<file path="src/rtl/soc_mem2_arbiter_pkg.sv">
// Shared types and default widths for the two-port memory arbiter.
package soc_mem2_arbiter_pkg;

   localparam int DEF_ADDR_W  = 12;
   localparam int DEF_DATA_W  = 32;
   localparam int DEF_BE_W    = DEF_DATA_W / 8;
   localparam int GRANT_CNT_W = 16;

   typedef enum logic [1:0] {
      ST_IDLE   = 2'd0,
      ST_GRANT0 = 2'd1,
      ST_GRANT1 = 2'd2,
      ST_FROZEN = 2'd3
   } arb_state_t;

endpackage

</file>
<file path="src/rtl/rr_arb2.sv">
// Two-way round-robin decision. last_grant=1 means m1 won the previous
// contest, so m0 takes the next tie. A lone requester always wins.
module rr_arb2 (
   input  logic [1:0] req,
   input  logic       last_grant,
   output logic [1:0] grant
);

   // One-hot grant, purely combinational
   always_comb begin
      grant[0] = req[0] & (~req[1] | last_grant);
      grant[1] = req[1] & (~req[0] | ~last_grant);
   end

endmodule

</file>
<file path="src/rtl/soc_mem2_arbiter.sv">
// Two-requester arbiter in front of a fixed-latency-1 synchronous memory.
// Grant is decided combinationally each cycle; read data returns one cycle
// later and is steered by a registered owner tag (state_q) plus valid bit.
// Optional build macro SOC_MEM2_ARBITER_STATS_EN adds saturating grant counters.
//
// state     | meaning
// ----------|-----------------------------------------------
// ST_IDLE   | no grant issued this cycle
// ST_GRANT0 | m0 granted this cycle
// ST_GRANT1 | m1 granted this cycle
// ST_FROZEN | freeze high, no grants issued
//
// The registered state therefore names the owner of the access issued in
// the previous cycle, which is exactly the owner of returning read data.
module soc_mem2_arbiter
   import soc_mem2_arbiter_pkg::*;
#(
   parameter int ADDR_W = DEF_ADDR_W,
   parameter int DATA_W = DEF_DATA_W,
   parameter int BE_W   = DEF_BE_W
) (
   input  logic              clk,
   input  logic              reset,
   input  logic              freeze,
   input  logic [ADDR_W-1:0] m0_address,
   input  logic              m0_read,
   input  logic              m0_write,
   input  logic [BE_W-1:0]   m0_byteenable,
   input  logic [DATA_W-1:0] m0_writedata,
   output logic              m0_waitrequest,
   output logic [DATA_W-1:0] m0_readdata,
   output logic              m0_readdatavalid,
   input  logic [ADDR_W-1:0] m1_address,
   input  logic              m1_read,
   input  logic              m1_write,
   input  logic [BE_W-1:0]   m1_byteenable,
   input  logic [DATA_W-1:0] m1_writedata,
   output logic              m1_waitrequest,
   output logic [DATA_W-1:0] m1_readdata,
   output logic              m1_readdatavalid,
   output logic [ADDR_W-1:0] mem_address,
   output logic              mem_chipselect,
   output logic              mem_write,
   output logic [BE_W-1:0]   mem_byteenable,
   output logic [DATA_W-1:0] mem_writedata,
   output logic              mem_clken,
   input  logic [DATA_W-1:0] mem_readdata
`ifdef SOC_MEM2_ARBITER_STATS_EN
   ,
   output logic [GRANT_CNT_W-1:0] m0_grant_cnt,
   output logic [GRANT_CNT_W-1:0] m1_grant_cnt
`endif
);

   logic [1:0] pending;
   logic [1:0] req_eff;
   logic [1:0] grant;
   logic       last_grant;
   logic       rd_vld_q;
   arb_state_t state_q;
   arb_state_t state_d;

   // read+write together counts as a write, so only the write flag matters below
   assign pending = {m1_read | m1_write, m0_read | m0_write};
   // reset is folded in so waitrequest stays high while reset is held
   assign req_eff = pending & {2{~freeze & ~reset}};

   rr_arb2 u_rr_arb2 (
      .req        (req_eff),
      .last_grant (last_grant),
      .grant      (grant)
   );

   // State register
   always_ff @(posedge clk or posedge reset) begin
      if (reset) state_q <= ST_IDLE;
      else       state_q <= state_d;
   end

   // Next-state decode from this cycle's grant
   always_comb begin
      state_d = ST_IDLE;
      if (freeze)        state_d = ST_FROZEN;
      else if (grant[0]) state_d = ST_GRANT0;
      else if (grant[1]) state_d = ST_GRANT1;
   end

   // Requester handshakes and memory-side mux
   always_comb begin
      m0_waitrequest   = ~grant[0];
      m1_waitrequest   = ~grant[1];
      mem_chipselect   = |grant;
      mem_write        = (grant[0] & m0_write) | (grant[1] & m1_write);
      mem_address      = grant[1] ? m1_address    : m0_address;
      mem_byteenable   = grant[1] ? m1_byteenable : m0_byteenable;
      mem_writedata    = grant[1] ? m1_writedata  : m0_writedata;
      mem_clken        = ~freeze;
      m0_readdata      = mem_readdata;
      m1_readdata      = mem_readdata;
      m0_readdatavalid = rd_vld_q & (state_q == ST_GRANT0);
      m1_readdatavalid = rd_vld_q & (state_q == ST_GRANT1);
   end

   // Round-robin history and read-return valid
   always_ff @(posedge clk or posedge reset) begin
      if (reset) begin
         last_grant <= 1'b1;
         rd_vld_q   <= 1'b0;
      end else begin
         if (|grant) last_grant <= grant[1];
         rd_vld_q <= (grant[0] & ~m0_write) | (grant[1] & ~m1_write);
      end
   end

`ifdef SOC_MEM2_ARBITER_STATS_EN
   // Saturating per-requester grant counters
   always_ff @(posedge clk or posedge reset) begin
      if (reset) begin
         m0_grant_cnt <= '0;
         m1_grant_cnt <= '0;
      end else begin
         if (grant[0] && (m0_grant_cnt != '1)) m0_grant_cnt <= m0_grant_cnt + 1'b1;
         if (grant[1] && (m1_grant_cnt != '1)) m1_grant_cnt <= m1_grant_cnt + 1'b1;
      end
   end
`else
   // grant statistics not built
`endif

endmodule
</file>
<file path="config.mk">
export PLATFORM = sky130hd
export DESIGN_NAME = soc_mem2_arbiter
export DESIGN_NICKNAME = d
export VERILOG_FILES = /design/src/rtl/soc_mem2_arbiter_pkg.sv /design/src/rtl/rr_arb2.sv /design/src/rtl/soc_mem2_arbiter.sv
export SDC_FILE = /design/constraint.sdc
export NUM_CORES = 1
export LEC_CHECK = 0
export ABC_AREA = 1
export BUFFER_PORTS_ARGS = -buffer_cell sky130_fd_sc_hd__buf_2
export CAP_MARGIN = 10
export CORE_AREA = 2 2 99 101
export CTS_CLUSTER_SIZE = 12
export DETAILED_ROUTE_END_ITERATION = 16
export DIE_AREA = 0 0 101 103
export RECOVER_POWER = 25
export SYNTH_ARGS = -nofsm -noshare
export SYNTH_HDL_FRONTEND = slang
export SYNTH_SLANG_ARGS = --single-unit
</file>
<file path="constraint.sdc">
create_clock -name clk -period 1 [get_ports clk]
set_input_delay 0.15 -clock clk [delete_from_list [all_inputs] [get_ports clk]]
set_output_delay 0.15 -clock clk [all_outputs]
set_load 0.1 [all_outputs]
</file>
==> out/metrics.csv <==
metric,value,unit
outcome,finished with violations,
violations,negative setup slack,
max_freq,581,MHz
synthesis.area,1430,sq um
diodes,0,
grt-ovfl-total,0,
routed_wl,6960,microns
fp.dieArea,10400,sq um
relSlewSlack,0.746,
clkLatencyLatePin,0.23,ns
gp_congestion,0.665,
route.detailed.drc,0,
reg2reg_from,last_grant,
dp_hpwl,5510,microns
synthCells,254,
synth_edf_count,0,
power_leakage,0.00191,uW
finalHoldViolCount,0,
post-route-min-period,1.72,ns
rsz0062_at_grt,true,
path_class,reg -> out,
postSynthAreaPerCell,5.62,sq um
nNetsFinal,503,
critPathLaunch,last_grant,
critPathCapture,mem_writedata[12],
reg2reg_slack,-0.22,ns
first_global_vias,2059,
clkPwrFrac,0.077,
io_pins,254,
antenna_found_initial,0,
io_buffers,157,
end_kind,output pin,
p_int,2100,uW
dp.cells,465,
async_flop_share,1.00,
setup_viol,58,
comb_power_share,0.882,
seq_area_frac_synth,0.0710,
first_iter_violations,34,
clockBufferDepth,2,
yosys_most_used_dff,dfrtp_1,
grt_max_degree,31,
drive_above_1_share,0.913,
dpl_cell_area,3910,sq um
p_sw,2850,uW
die_y,103,microns
cts-root-buf,clkbuf_8,
cp_max_fo,8,
via_count,2026,
tightest_slew,0.381,ns
cap_violations,0,
seqPwrFrac,0.042,
cp_cell_sequence,"o21ai_4, nand2_8, buf_12, buf_12, nand2_8, nand2_8, buf_12",
swShare,0.576,
start_kind,flip-flop,
stdcell_count,481,
timing.hold.ws,0.300,ns
min_path_type,in -> out,
initial_core_util,0.151,
finalWorstSetupSlack,-0.722,ns
clkTransAtPathRegs,0.03,ns
slowest_delay,0.54,ns
drv_slew,0,
cp.required,0.85,ns
ir_drop,0.566,mV
yosysWarnings,0,
timing.final.crit_share,1.72,
grt_util_all_layers,0.121,
std_cell_rows,36,
grt_pass1_wl,9960,microns
fin_util,0.482,
critPathArrivalTime,1.57,ns
rr_endpoint,rd_vld_q,
synthToLayoutAreaGrowth,220,%
die_w,101,microns
r2r_cells,5,
htreeDepth,1,
fin_area,4560,sq um
firstDrtPassIters,4,
core_area,9460,sq um
setup_tns,-36.21,ns
syn_nets,389,
power.density,1080,nW/um^2
cts_tree,built,
cts_sinks,4,
ys_ff_latch,4,
finalClockSkew,0.00492,ns
cts_buffers,3,
synth_cell_types,16,
viasPerCell,4.21,
slowest_stage,dfstp_2,
post_drt_wl_per_cell,14.5,microns
ant_nets,0,
[worst min-delay path by stage]
stage / start / endpoint / slack [ns] / cells after the start
after CTS: mem_readdata[21] / m1_readdata[21] / 0.30 / 0
after detailed placement: reset / state_q[1] / 0.13 / 3
after global routing: mem_readdata[22] / m1_readdata[22] / 0.30 / 0
after floorplan: reset / rd_vld_q / -0.09 / 1
after global placement: reset / rd_vld_q / 0.12 / 3
final: mem_readdata[22] / m1_readdata[22] / 0.30 / 0
[per-stage QoR]
stage          setup WS [ns]  total power (uW)
2_1_floorplan         -0.373              4050
3_3_place_gp          -0.628              4140
3_5_place_dp          -0.649              4170
4_1_cts               -0.770              4810
5_1_grt               -0.790              5140
6_report              -0.722              4950
[cell families after synthesis]
logic type / share of synthesized area
AO/OA/AOI/OAI: 0.0184
AND/OR/NAND/NOR: 0.489
buffers and inverters: 0.422
flip-flops: 0.0710
[registers in the layout, summed over array words and instances, names as in the netlist]
signal and flops:
rd_vld_q 1, state_q 2, last_grant 1
[critical path, delay by kind of cell, from the launching register on]
family                 cells  cell delay, ns
DFF                        1            0.54
and+or+nand+nor            3            0.25
buffers and inverters      3            0.44
AOI/OAI and AO/OA          1            0.09
[synth_stat cells, types with 2 or more instances]
cell type / number / area share
inv_1: 2 / 0.0053
buf_2: 10 / 0.035
buf_4: 64 / 0.34
buf_6: 5 / 0.039
nand2_1: 105 / 0.28
dfrtp_1: 3 / 0.053
nand3_1: 51 / 0.18
nor2_1: 5 / 0.013
o21ai_0: 2 / 0.0070
[cell usage in the layout, fill, tap and decap left out, types with 3 or more instances in the layout]
cell,count
buf_12,62
buf_2,102
buf_4,14
buf_6,4
clkbuf_8,3
dfrtp_1,3
nand2_1,5
nand2_2,20
nand2_4,21
nand2_8,60
nand3_1,16
nand3_2,18
nand3_4,17
nor2_4,3
[power groups by stage]
| stage | clock [uW] | combinational [uW] | sequential [uW] |
|---|---|---|---|
| after floorplan | 0 | 3850 | 203 |
| after global placement | 0 | 3930 | 204 |
| after CTS | 384 | 4220 | 205 |
| after detailed placement | 0 | 3970 | 206 |
| after global routing | 399 | 4540 | 208 |
| final | 379 | 4360 | 205 |
[area by class of cell]
type | count | area (sq um)
Fill cell | 845 | 4900
Multi-Input combinational cell | 167 | 2230
Timing Repair Buffer | 188 | 2020
Tap cell | 114 | 143
Sequential cell | 4 | 101
Clock buffer | 4 | 45.0
Inverter | 4 | 22.5
[routing by layer]
metal  vias up  global-route usage  wire length [microns]
li1        964                   -                      -
met1       914               0.120                   2270
met2       132               0.241                   3850
met3        16              0.0298                    695
met4         0              0.0416                    141
met5         -                   0                      0
[timing repair]
action,in CTS,in global routing
setup buffers,7,1
endpoints found under the setup margin,57,58
hold buffers,1,0
gates cloned,1,2
pin swaps,3,16
hold endpoints to repair,3,0
gates resized for setup,40,43
(Power assumes the default switching activity.)
